$ cat src/rtl/usb_pkg.sv
// Shared definitions for the USB serial packet encoder: PID codes, encoder
// states, packet classes, field lengths and CRC polynomials.
package usb_pkg;

    // PID nibbles as they appear on the pid input.
    localparam logic [3:0] PID_OUT   = 4'b0001;
    localparam logic [3:0] PID_IN    = 4'b1001;
    localparam logic [3:0] PID_DATA0 = 4'b0011;
    localparam logic [3:0] PID_DATA1 = 4'b1011;
    localparam logic [3:0] PID_ACK   = 4'b0010;
    localparam logic [3:0] PID_NAK   = 4'b1010;

    // CRC generators, written MSB-first without the implicit top term.
    localparam logic [4:0]  CRC5_POLY  = 5'b00101;
    localparam logic [4:0]  CRC5_INIT  = 5'b11111;
    localparam logic [15:0] CRC16_POLY = 16'h8005;
    localparam logic [15:0] CRC16_INIT = 16'hFFFF;

    // Field lengths in bits.
    localparam logic [6:0] LEN_SYNC  = 7'd8;
    localparam logic [6:0] LEN_PID   = 7'd8;
    localparam logic [6:0] LEN_TOKEN = 7'd11;
    localparam logic [6:0] LEN_CRC5  = 7'd5;
    localparam logic [6:0] LEN_DATA  = 7'd64;
    localparam logic [6:0] LEN_CRC16 = 7'd16;

    typedef enum logic [2:0] {
        ST_IDLE,
        ST_SYNC,
        ST_PID,
        ST_TOKEN,
        ST_CRC5,
        ST_DATA,
        ST_CRC16,
        ST_DONE
    } enc_state_t;

    // What follows the PID field.
    typedef enum logic [1:0] {
        PK_HANDSHAKE,
        PK_TOKEN,
        PK_DATA
    } pkt_kind_t;

    // True for the PIDs this encoder knows how to send.
    function automatic logic pid_supported(logic [3:0] p);
        case (p)
            PID_OUT, PID_IN, PID_DATA0, PID_DATA1, PID_ACK, PID_NAK: pid_supported = 1'b1;
            default:                                                 pid_supported = 1'b0;
        endcase
    endfunction

    // Packet class of a PID; only meaningful for supported PIDs.
    function automatic pkt_kind_t pid_kind(logic [3:0] p);
        case (p)
            PID_OUT, PID_IN:       pid_kind = PK_TOKEN;
            PID_DATA0, PID_DATA1:  pid_kind = PK_DATA;
            default:               pid_kind = PK_HANDSHAKE;
        endcase
    endfunction

    // Number of bits in the field sent from a given state.
    function automatic logic [6:0] field_len(enc_state_t s);
        case (s)
            ST_SYNC:  field_len = LEN_SYNC;
            ST_PID:   field_len = LEN_PID;
            ST_TOKEN: field_len = LEN_TOKEN;
            ST_CRC5:  field_len = LEN_CRC5;
            ST_DATA:  field_len = LEN_DATA;
            ST_CRC16: field_len = LEN_CRC16;
            default:  field_len = 7'd1;
        endcase
    endfunction

endpackage

$ cat src/rtl/usb_crc_ser.sv
// Bit-serial CRC shift register. One input bit per enabled cycle, MSB-first
// remainder convention: feedback is din xor the current top bit.
module usb_crc_ser #(
    parameter int               WIDTH = 5,
    parameter logic [WIDTH-1:0] POLY  = '0,
    parameter logic [WIDTH-1:0] INIT  = '1
) (
    input  logic             clk,
    input  logic             rst_b,
    input  logic             clr,
    input  logic             en,
    input  logic             din,
    output logic [WIDTH-1:0] crc
);

    logic             feedback;
    logic [WIDTH-1:0] crc_next;

    // Next remainder after shifting in one bit.
    always_comb begin
        feedback = din ^ crc[WIDTH-1];
        crc_next = {crc[WIDTH-2:0], 1'b0} ^ (feedback ? POLY : '0);
    end

    // Remainder register: preset on reset or clear, advanced when enabled.
    always_ff @(posedge clk) begin
        if (!rst_b) begin
            crc <= INIT;
        end else if (clr) begin
            crc <= INIT;
        end else if (en) begin
            // NOTE: state registers use non-blocking assignments so every
            // flop samples pre-edge values regardless of block ordering.
            crc <= crc_next;
        end
    end

endmodule

$ cat src/rtl/usb_encoder.sv
// USB packet encoder: latches one packet request and serialises
// SYNC, PID, token/data payload and CRC onto bstr, honouring bstr_pause.
module usb_encoder (
    input  logic        clk,
    input  logic        rst_b,
    input  logic        pkt_avail,
    input  logic [3:0]  pid,
    input  logic [6:0]  addr,
    input  logic [3:0]  endp,
    input  logic [63:0] data,
    input  logic        bstr_pause,
    output logic        enc_ready,
    output logic        bstr,
    output logic        bstr_avail,
    output logic        bstr_done,
    output logic        pid_err
);

    import usb_pkg::*;

    enc_state_t  state_q, state_d;
    logic [6:0]  cnt_q, cnt_d;
    pkt_kind_t   kind_q;
    logic [3:0]  pid_q;
    logic [10:0] tok_q;
    logic [63:0] data_q;
    logic        pid_err_q;

    logic        accept;
    logic        active;
    logic        step;
    logic        last_bit;
    logic        bit_sel;
    logic [2:0]  crc5_idx;
    logic [3:0]  crc16_idx;
    logic        crc5_en;
    logic        crc16_en;
    logic [4:0]  crc5;
    logic [15:0] crc16;

    // Handshake and per-cycle control derived from the current state.
    always_comb begin
        accept    = (state_q == ST_IDLE) && pkt_avail;
        active    = (state_q != ST_IDLE) && (state_q != ST_DONE);
        step      = active && !bstr_pause;
        last_bit  = (cnt_q == field_len(state_q) - 7'd1);
        crc5_idx  = 3'd4 - cnt_q[2:0];
        crc16_idx = 4'd15 - cnt_q[3:0];
        crc5_en   = step && (state_q == ST_TOKEN);
        crc16_en  = step && (state_q == ST_DATA);
    end

    // Select the bit for the current state and counter; zero when idle.
    always_comb begin
        bit_sel = 1'b0;
        case (state_q)
            ST_SYNC:  bit_sel = (cnt_q == 7'd7);
            ST_PID:   bit_sel = pid_q[cnt_q[1:0]] ^ cnt_q[2];
            ST_TOKEN: bit_sel = tok_q[cnt_q[3:0]];
            ST_CRC5:  bit_sel = ~crc5[crc5_idx];
            ST_DATA:  bit_sel = data_q[cnt_q[5:0]];
            ST_CRC16: bit_sel = ~crc16[crc16_idx];
            default:  bit_sel = 1'b0;
        endcase
    end

    // Field sequencing and bit counter; frozen while paused.
    always_comb begin
        // NOTE: every output of this block gets a default first so no path
        // leaves it unassigned and no latch is inferred.
        state_d = state_q;
        cnt_d   = cnt_q;
        case (state_q)
            ST_IDLE: begin
                if (accept && pid_supported(pid)) begin
                    state_d = ST_SYNC;
                    cnt_d   = 7'd0;
                end
            end
            ST_DONE: begin
                state_d = ST_IDLE;
                cnt_d   = 7'd0;
            end
            default: begin
                if (step) begin
                    if (last_bit) begin
                        cnt_d = 7'd0;
                        case (state_q)
                            ST_SYNC:  state_d = ST_PID;
                            ST_PID: begin
                                case (kind_q)
                                    PK_TOKEN: state_d = ST_TOKEN;
                                    PK_DATA:  state_d = ST_DATA;
                                    default:  state_d = ST_DONE;
                                endcase
                            end
                            ST_TOKEN: state_d = ST_CRC5;
                            ST_DATA:  state_d = ST_CRC16;
                            default:  state_d = ST_DONE;
                        endcase
                    end else begin
                        cnt_d = cnt_q + 7'd1;
                    end
                end
            end
        endcase
    end

    // State, counter and error-pulse registers with synchronous reset.
    always_ff @(posedge clk) begin
        if (!rst_b) begin
            state_q   <= ST_IDLE;
            cnt_q     <= 7'd0;
            pid_err_q <= 1'b0;
        end else begin
            state_q   <= state_d;
            cnt_q     <= cnt_d;
            pid_err_q <= accept && !pid_supported(pid);
        end
    end

    // Packet fields captured at accept and held for the whole packet.
    always_ff @(posedge clk) begin
        // NOTE: payload registers carry no reset; they are always written at
        // accept before any state reads them, so reset would only cost logic.
        if (accept) begin
            pid_q  <= pid;
            kind_q <= pid_kind(pid);
            tok_q  <= {endp, addr};
            data_q <= data;
        end
    end

    usb_crc_ser #(
        .WIDTH (5),
        .POLY  (CRC5_POLY),
        .INIT  (CRC5_INIT)
    ) u_crc5 (
        .clk   (clk),
        .rst_b (rst_b),
        .clr   (accept),
        .en    (crc5_en),
        .din   (bit_sel),
        .crc   (crc5)
    );

    usb_crc_ser #(
        .WIDTH (16),
        .POLY  (CRC16_POLY),
        .INIT  (CRC16_INIT)
    ) u_crc16 (
        .clk   (clk),
        .rst_b (rst_b),
        .clr   (accept),
        .en    (crc16_en),
        .din   (bit_sel),
        .crc   (crc16)
    );

    // Output drive: bits only in active states and only when not paused.
    always_comb begin
        enc_ready  = (state_q == ST_IDLE);
        bstr       = bit_sel;
        bstr_avail = step;
        bstr_done  = (state_q == ST_DONE);
        pid_err    = pid_err_q;
    end

endmodule

$ cat config.mk
export PLATFORM = sky130hd
export DESIGN_NAME = usb_encoder
export DESIGN_NICKNAME = d
export VERILOG_FILES = /design/src/rtl/usb_pkg.sv /design/src/rtl/usb_crc_ser.sv /design/src/rtl/usb_encoder.sv
export SDC_FILE = /design/constraint.sdc
export NUM_CORES = 1
export LEC_CHECK = 0
export CAP_MARGIN = 20
export CORE_MARGIN = 2
export CORE_UTILIZATION = 41
export CTS_BUF_LIST = sky130_fd_sc_hd__clkbuf_4 sky130_fd_sc_hd__clkbuf_8 sky130_fd_sc_hd__clkbuf_16
export DETAILED_ROUTE_END_ITERATION = 16
export PLACE_DENSITY_LB_ADDON = 0.05
export SYNTH_ARGS = -nofsm -noshare
export SYNTH_HDL_FRONTEND = slang
export SYNTH_HIERARCHICAL = 1
export SYNTH_SLANG_ARGS = --single-unit
$ cat constraint.sdc
create_clock -name clk -period 4 [get_ports clk]
set_input_delay 0.4 -clock clk [delete_from_list [all_inputs] [get_ports clk]]
set_output_delay 0.4 -clock clk [all_outputs]
set_load 0.02 [all_outputs]
==> metrics.yaml, run 1 <==
sta:
  layout_setup_ws_ps: 212
  rsz0062_at_grt: "false"
  tightestPinTransition_ps: 930
  setup_viol: 0
  hold-worst-slack_ps: 492
  slew_headroom: 0.379
  max_freq_ghz: 0.264
  tns_ps: 0
  fin_skew_ps: 5.51
  report.final.slew_viol_count: 0
  finalCriticalPeriod_ps: 3790
  hold_violations: 0
  min_period_over_period: 0.947
critical_path:
  criticalPathCategory: "reg2out"
  worstRegToRegCells: 9
  worstPathRequired_ps: 3600
  crit_path_cell_trace: "mux4_1 -> mux4_2 -> nor4bb_1 -> a21oi_1 -> nand3_1 -> clkdlybuf4s50_1"
  cp_slowest_stage_delay_ps: 780
  critPathSlowestCell: "dfxtp_2"
  crit_buf_inv: 1
  crit_arrival_ps: 3390
  cpLargestDelayFamily: "multiplexers"
  startpoint_type: "register"
  path_max_fanout: 20
  cp.depth: 6
  end_kind: "primary output"
routing:
  vias: 3216
  viasPerCell: 5.05
  drc: 0
  ant_nets: 0
  drt_iter0_drc: 164
  firstDrtPassIters: 4
  finalWirelength_um: 10500
  wl_per_cell_um: 16.4
placed_design:
  place.gp.congestion: 0.797
  io_buffer_count: 87
  dp_hpwl_um: 7180
  post-place-ws_ps: 588
  placed_cell_area_sq_mm: 0.00611
pwr:
  p_leak_nw: 2.28
  comb_power_share: 0.232
  switchingPower_mw: 1.08
  pwr-share-seq: 0.414
  sw_frac_of_total: 0.277
  internal_power_mw: 2.80
  total_power_mw: 3.88
  pwr-share-clk: 0.354
  ir_worst_vdd_v: 0.000291
  power.density_mw_per_mm2: 583
run_status:
  status: "finished, final reports clean"
grt:
  grt_antenna_before_repair: 0
  grt.busiest_layer: "met2"
  gr-total-overflow: 0
  groute.layer.met1.usage: 0.225
  grt_use_total: 0.167
  grt_pass1_wl_um: 16700
  first_global_vias: 3263
  grt_max_degree: 52
  grt_util_met2: 0.253
  grt_util_met3: 0.0520
final_layout:
  seq_area_sq_mm: 0.00307
  drive_gt1_frac: 0.127
  diodes: 0
  final_cell_mix: "clkdlybuf4s50_1, edfxtp_1, dfxtp_1"
  nets: 538
  area_delta_synth_final_pct: 27.3
  multi_input_area_sq_mm: 0.00184
  layout_commonest_cell: "clkdlybuf4s50_1"
  fillers: 1080
  final_area_sq_mm: 0.00666
logic_synthesis:
  syn_area_per_cell_sq_um: 13.9
  synth_edf_count: 81
  synth.ff_latch_count: 113
  async_flop_share: 0
  synth_ff_type: "edfxtp_1"
  synth.distinct_cells: 49
  ys_seq_area_frac: 0.588
  yosys_warnings: 6
  synthCells: 376
  netlist_area_sq_mm: 0.00523
  syn-num-nets: 462
flow_run:
  drv_cap: 0
clock_tree:
  cts_sinks: 113
  post-cts-setup-buffers: 0
  cts.clk_slew.worst_paths_ps: 50
  cts_max_level: 4
  cts_made_buffers: 17
  root_buffer: "clkbuf_16"
  clock_latency_ps: 410
  cts_hold_buf: 0
  cts_tree: "yes"
  cts-resized-gates: 0
  clock_path_buffers: 2
floorplanning:
  num_rows: 41
  num_io_pins: 88
  die_h_um: 117
  coreArea_sq_mm: 0.0125
  initial_core_util: 0.418
  die_x_um: 117
  die_area_sq_mm: 0.0137
hold_path:
  whs_path_depth: 2
  hp-class: "reg2reg"
## state kept, by name (all words and copies together) (netlist names)
signal and count:
data_q 64, u_crc16/crc 16, tok_q 11, cnt_q 7, u_crc5/crc 5, pid_q 4
state_q 3, kind_q 2, pid_err 1
## worst register-to-register path, cell delays in order, from the launching register on
cell      delay [ps]
dfxtp_2          780
mux4_1           640
mux4_2           460
nor4bb_1         140
a21oi_1          210
nand3_1          170
buf_4            200
xnor2_1          210
xnor2_1           90
a211o_1          290
## layout make-up
cell class,count,area share
clock buffers,21,0.0684
clock inverters,11,0.0137
inverters,10,0.00564
multi-input cells,214,0.277
flip-flops and latches,113,0.462
well taps,172,0.0323
repair buffers,96,0.141
## power groups by stage
stage / sequential (mW) / clock [mW] / combinational (mW)
floorplan: 1.54 / 0 / 0.766
global placement: 1.63 / 0 / 0.896
detailed placement: 1.63 / 0 / 0.911
CTS: 1.61 / 1.41 / 0.912
global route: 1.64 / 1.46 / 0.987
finish: 1.61 / 1.37 / 0.900
## routing by layer
metal / up-vias / share of wire
met4: 0 / 0.017
met2: 85 / 0.46
met1: 1552 / 0.47
met5: - / 0
li1: 1561 / -
met3: 18 / 0.058
## cells by family after synthesis
logic type	count (synthesis)	share of synthesized area
and+or+nand+nor	99	0.0969
adders and majority gates	3	0.00718
DFF	113	0.588
buffers and inverters	49	0.0601
xor gates and xnor gates	18	0.0328
AOI/OAI and AO/OA	45	0.0593
muxes	49	0.156
## final timing paths
check | startpoint | end | slack, ps
hold reg to reg | u_crc16/crc[7] | u_crc16/crc[7] | 490
hold / removal | u_crc16/crc[7] | u_crc16/crc[7] | 490
setup / recovery | cnt_q[0] | bstr | 210
setup reg to reg | cnt_q[0] | u_crc16/crc[2] | 680
## metrics by stage
stage | util | cells
floorplan | - | 376
global placement | 0.488 | 605
detailed placement | 0.488 | 605
CTS | 0.532 | 637
global route | 0.532 | 637
finish | 0.532 | 637
## synthesized netlist by cell type, types with 2 or more instances
| library cell | count | share of area |
|---|---|---|
| a211o_1 | 3 | 0.0050 |
| a211oi_1 | 3 | 0.0043 |
| a21oi_1 | 9 | 0.0086 |
| a221oi_1 | 2 | 0.0034 |
| and3_1 | 3 | 0.0036 |
| and3b_1 | 4 | 0.0067 |
| buf_2 | 13 | 0.012 |
| buf_4 | 19 | 0.027 |
| buf_6 | 2 | 0.0043 |
| clkbuf_1 | 3 | 0.0022 |
| dfxtp_1 | 32 | 0.12 |
| edfxtp_1 | 81 | 0.47 |
| ha_1 | 3 | 0.0072 |
| inv_1 | 10 | 0.0072 |
| mux2i_1 | 26 | 0.050 |
| mux4_1 | 10 | 0.050 |
| mux4_2 | 13 | 0.056 |
| nand2_1 | 29 | 0.021 |
| nand2b_1 | 7 | 0.0084 |
| nand3_1 | 6 | 0.0057 |
| nand3b_1 | 2 | 0.0029 |
| nand4_1 | 5 | 0.0060 |
| nor2_1 | 19 | 0.014 |
| nor2b_1 | 5 | 0.0060 |
| nor3_1 | 9 | 0.0086 |
| nor3b_1 | 4 | 0.0057 |
| o211ai_1 | 5 | 0.0072 |
| o211ai_2 | 2 | 0.0048 |
| o21ai_0 | 10 | 0.0096 |
| o21ai_1 | 2 | 0.0019 |
| or3_1 | 2 | 0.0024 |
| xnor2_1 | 7 | 0.012 |
| xor2_1 | 10 | 0.017 |
No activity file was read; power rests on OpenSTA's default activity.
==> run 2, diff against run 1 <==
Settings changed: ABC_CLOCK_PERIOD_IN_PS set to 4000, SETUP_SLACK_MARGIN set to 0.4.
==> run 2 against run 1 <==
Effect of this change: worst hold slack worse by 0.56 ps; clock power about the same; final area increased by 0.66%; die area is the same.
==> metrics.yaml, run 2 (synthesis results as in run 1) <==
critical_path:
  startpoint_type: "register"  # unchanged
  worstRegToRegCells: 9  # unchanged
  timing.rr.start: "cnt_q[0]"  # unchanged
  r2r_setup_slack_ps: 1010  # was 680 ps
  path_max_fanout: 11  # was 20
  r2r_end: "u_crc16/crc[2]"  # unchanged
  end_kind: "primary output"  # unchanged
  crit_arrival_ps: 2730  # was 3390 ps
  worstPathRequired_ps: 3600  # about the same
  critPathLaunch: "cnt_q[0]"  # unchanged
  criticalPathCategory: "reg2out"  # unchanged
  cp-endpoint: "bstr"  # unchanged
final_layout:
  layout_commonest_cell: "clkdlybuf4s50_1"  # unchanged
  nets: 542  # was 538
  diodes: 0  # unchanged
  drive_gt1_frac: 0.137  # was 0.127
  final_cell_mix: "clkdlybuf4s50_1, edfxtp_1, dfxtp_1"  # unchanged
  area_delta_synth_final_pct: 28.1  # was 27.3%
  reg.largest.list: "data_q: 64 flops, u_crc16/crc: 16 flops, tok_q: 11 flops"  # unchanged
  largest_reg_flops: 64  # unchanged
  max_flop_register: "data_q"  # unchanged
  fillers: 1094  # was 1080
placed_design:
  post-place-ws_ps: 639  # was 588 ps
  dp_hpwl_um: 7130  # was 7180 um
  place.gp.congestion: 0.758  # was 0.797
  io_buffer_count: 87  # unchanged
clock_tree:
  root_buffer: "clkbuf_16"  # unchanged
  clock_path_buffers: 2  # unchanged
  clock_latency_ps: 410  # about the same
  cts_max_level: 4  # unchanged
  cts_sinks: 113  # unchanged
  cts_hold_buf: 0  # unchanged
  cts.clk_slew.worst_paths_ps: 60  # was 50 ps
  cts_made_buffers: 17  # unchanged
  cts_tree: "yes"  # unchanged
routing:
  viasPerCell: 4.99  # was 5.05
  wl_per_cell_um: 16.2  # was 16.4 um
  drc: 0  # unchanged
  finalWirelength_um: 10300  # was 10500 um
  vias: 3192  # was 3216
  firstDrtPassIters: 5  # was 4
  drt_iter0_drc: 246  # was 164
  ant_nets: 0  # unchanged
sta:
  tightestPinTransition_ps: 682  # was 930 ps
  layout_setup_ws_ps: 866  # was 212 ps
  setup_viol: 0  # unchanged
  slew_headroom: 0.545  # was 0.379
  max_freq_ghz: 0.319  # was 0.264 GHz
  hold-worst-slack_ps: 492  # about the same
  fin_skew_ps: 10.5  # was 5.51 ps
  report.final.slew_viol_count: 0  # unchanged
  rsz0062_at_grt: "false"  # unchanged
  min_period_over_period: 0.783  # was 0.947
  hold_violations: 0  # unchanged
  tns_ps: 0  # unchanged
  finalCriticalPeriod_ps: 3130  # was 3790 ps
pwr:
  p_leak_nw: 2.32  # was 2.28 nW
  power.density_mw_per_mm2: 581  # was 583 mW/mm^2
  total_power_mw: 3.89  # was 3.88 mW
  ir_worst_vdd_v: 0.000397  # was 0.000291 V
run_status:
  status: "finished, final reports clean"  # unchanged
grt:
  grt.busiest_layer: "met2"  # unchanged
  first_global_vias: 3244  # was 3263
  grt_antenna_before_repair: 0  # unchanged
  grt_util_met3: 0.0592  # was 0.0520
  groute.layer.met1.usage: 0.228  # was 0.225
  grt_util_met2: 0.244  # was 0.253
  gr-total-overflow: 0  # unchanged
  grt_max_degree: 54  # was 52
  grt_use_total: 0.166  # was 0.167
  grt_pass1_wl_um: 16700  # about the same
floorplanning:
  die_area_sq_mm: 0.0137  # unchanged
  initial_core_util: 0.418  # unchanged
  num_rows: 41  # unchanged
  die_h_um: 117  # unchanged
  die_x_um: 117  # unchanged
  num_io_pins: 88  # unchanged
  coreArea_sq_mm: 0.0125  # unchanged
hold_path:
  hp-class: "reg2reg"  # unchanged
flow_run:
  drv_cap: 0  # unchanged
[run 2: cell types whose count changed in the layout (fill, tap and decap cells not counted), sizes merged]
cell,change
buf,+4
clkbuf,-1
clkdlybuf4s50,-1
dlymetal6s2s,+1
[run 2: how the worst min path moves through the flow]
stage | from | endpoint | slack, ps | cells after the start
floorplan | u_crc16/crc[2] | u_crc16/crc[3] | 460 | 2
global placement | u_crc16/crc[12] | u_crc16/crc[12] | 480 | 2
CTS | u_crc16/crc[7] | u_crc16/crc[8] | 500 | 2
detailed placement | u_crc16/crc[5] | u_crc16/crc[5] | 500 | 2
global route | data[52] | data_q[52] | 520 | 1
finish | u_crc16/crc[7] | u_crc16/crc[8] | 490 | 2
[run 2: routing by layer]
| layer | up-vias | routed length [um] |
|---|---|---|
| met1 | 1522 | 4910 |
| met4 | 0 | 109 |
| met5 | - | 0 |
| li1 | 1568 | - |
| met3 | 7 | 535 |
| met2 | 95 | 4790 |
[run 2: where the power goes]
part | internal [mW] | switching [mW]
logic | 0.480 | 0.492
registers | 1.48 | 0.0831
clock network | 0.861 | 0.498
[run 2: layout make-up]
class                   instances  area (sq um)  share of cell area
repair buffers                100           982               0.147
well taps                     172           215              0.0321
clock inverters                11          92.6              0.0138
flip-flops and latches        113          3080               0.460
multi-input cells             214          1840               0.275
clock buffers                  20           448              0.0669
inverters                      10          37.5             0.00560
[run 2: worst max-delay path: stages, from the launching register on]
cell and delay (ps):
dfxtp_4 460, buf_8 210, mux4_2 510, mux4_2 500, a21oi_1 200, nand3_1 180, dlymetal6s2s_1 250
[run 2: stage by stage]
stage                     cells  utilization  area (sq um)
final                       640        0.535          6700
after global routing        640        0.535          6700
after CTS                   639        0.533          6680
after detailed placement    608        0.490          6130
after global placement      608        0.490          6130
after floorplan             376            -          5230
[run 2: timing repair]
action / 4_1_cts / 5_1_grt
pin swaps: 0 / 0
endpoints found under the setup margin: 1 / 1
buffers inserted: 0 / 1
gates resized for setup: 2 / 3
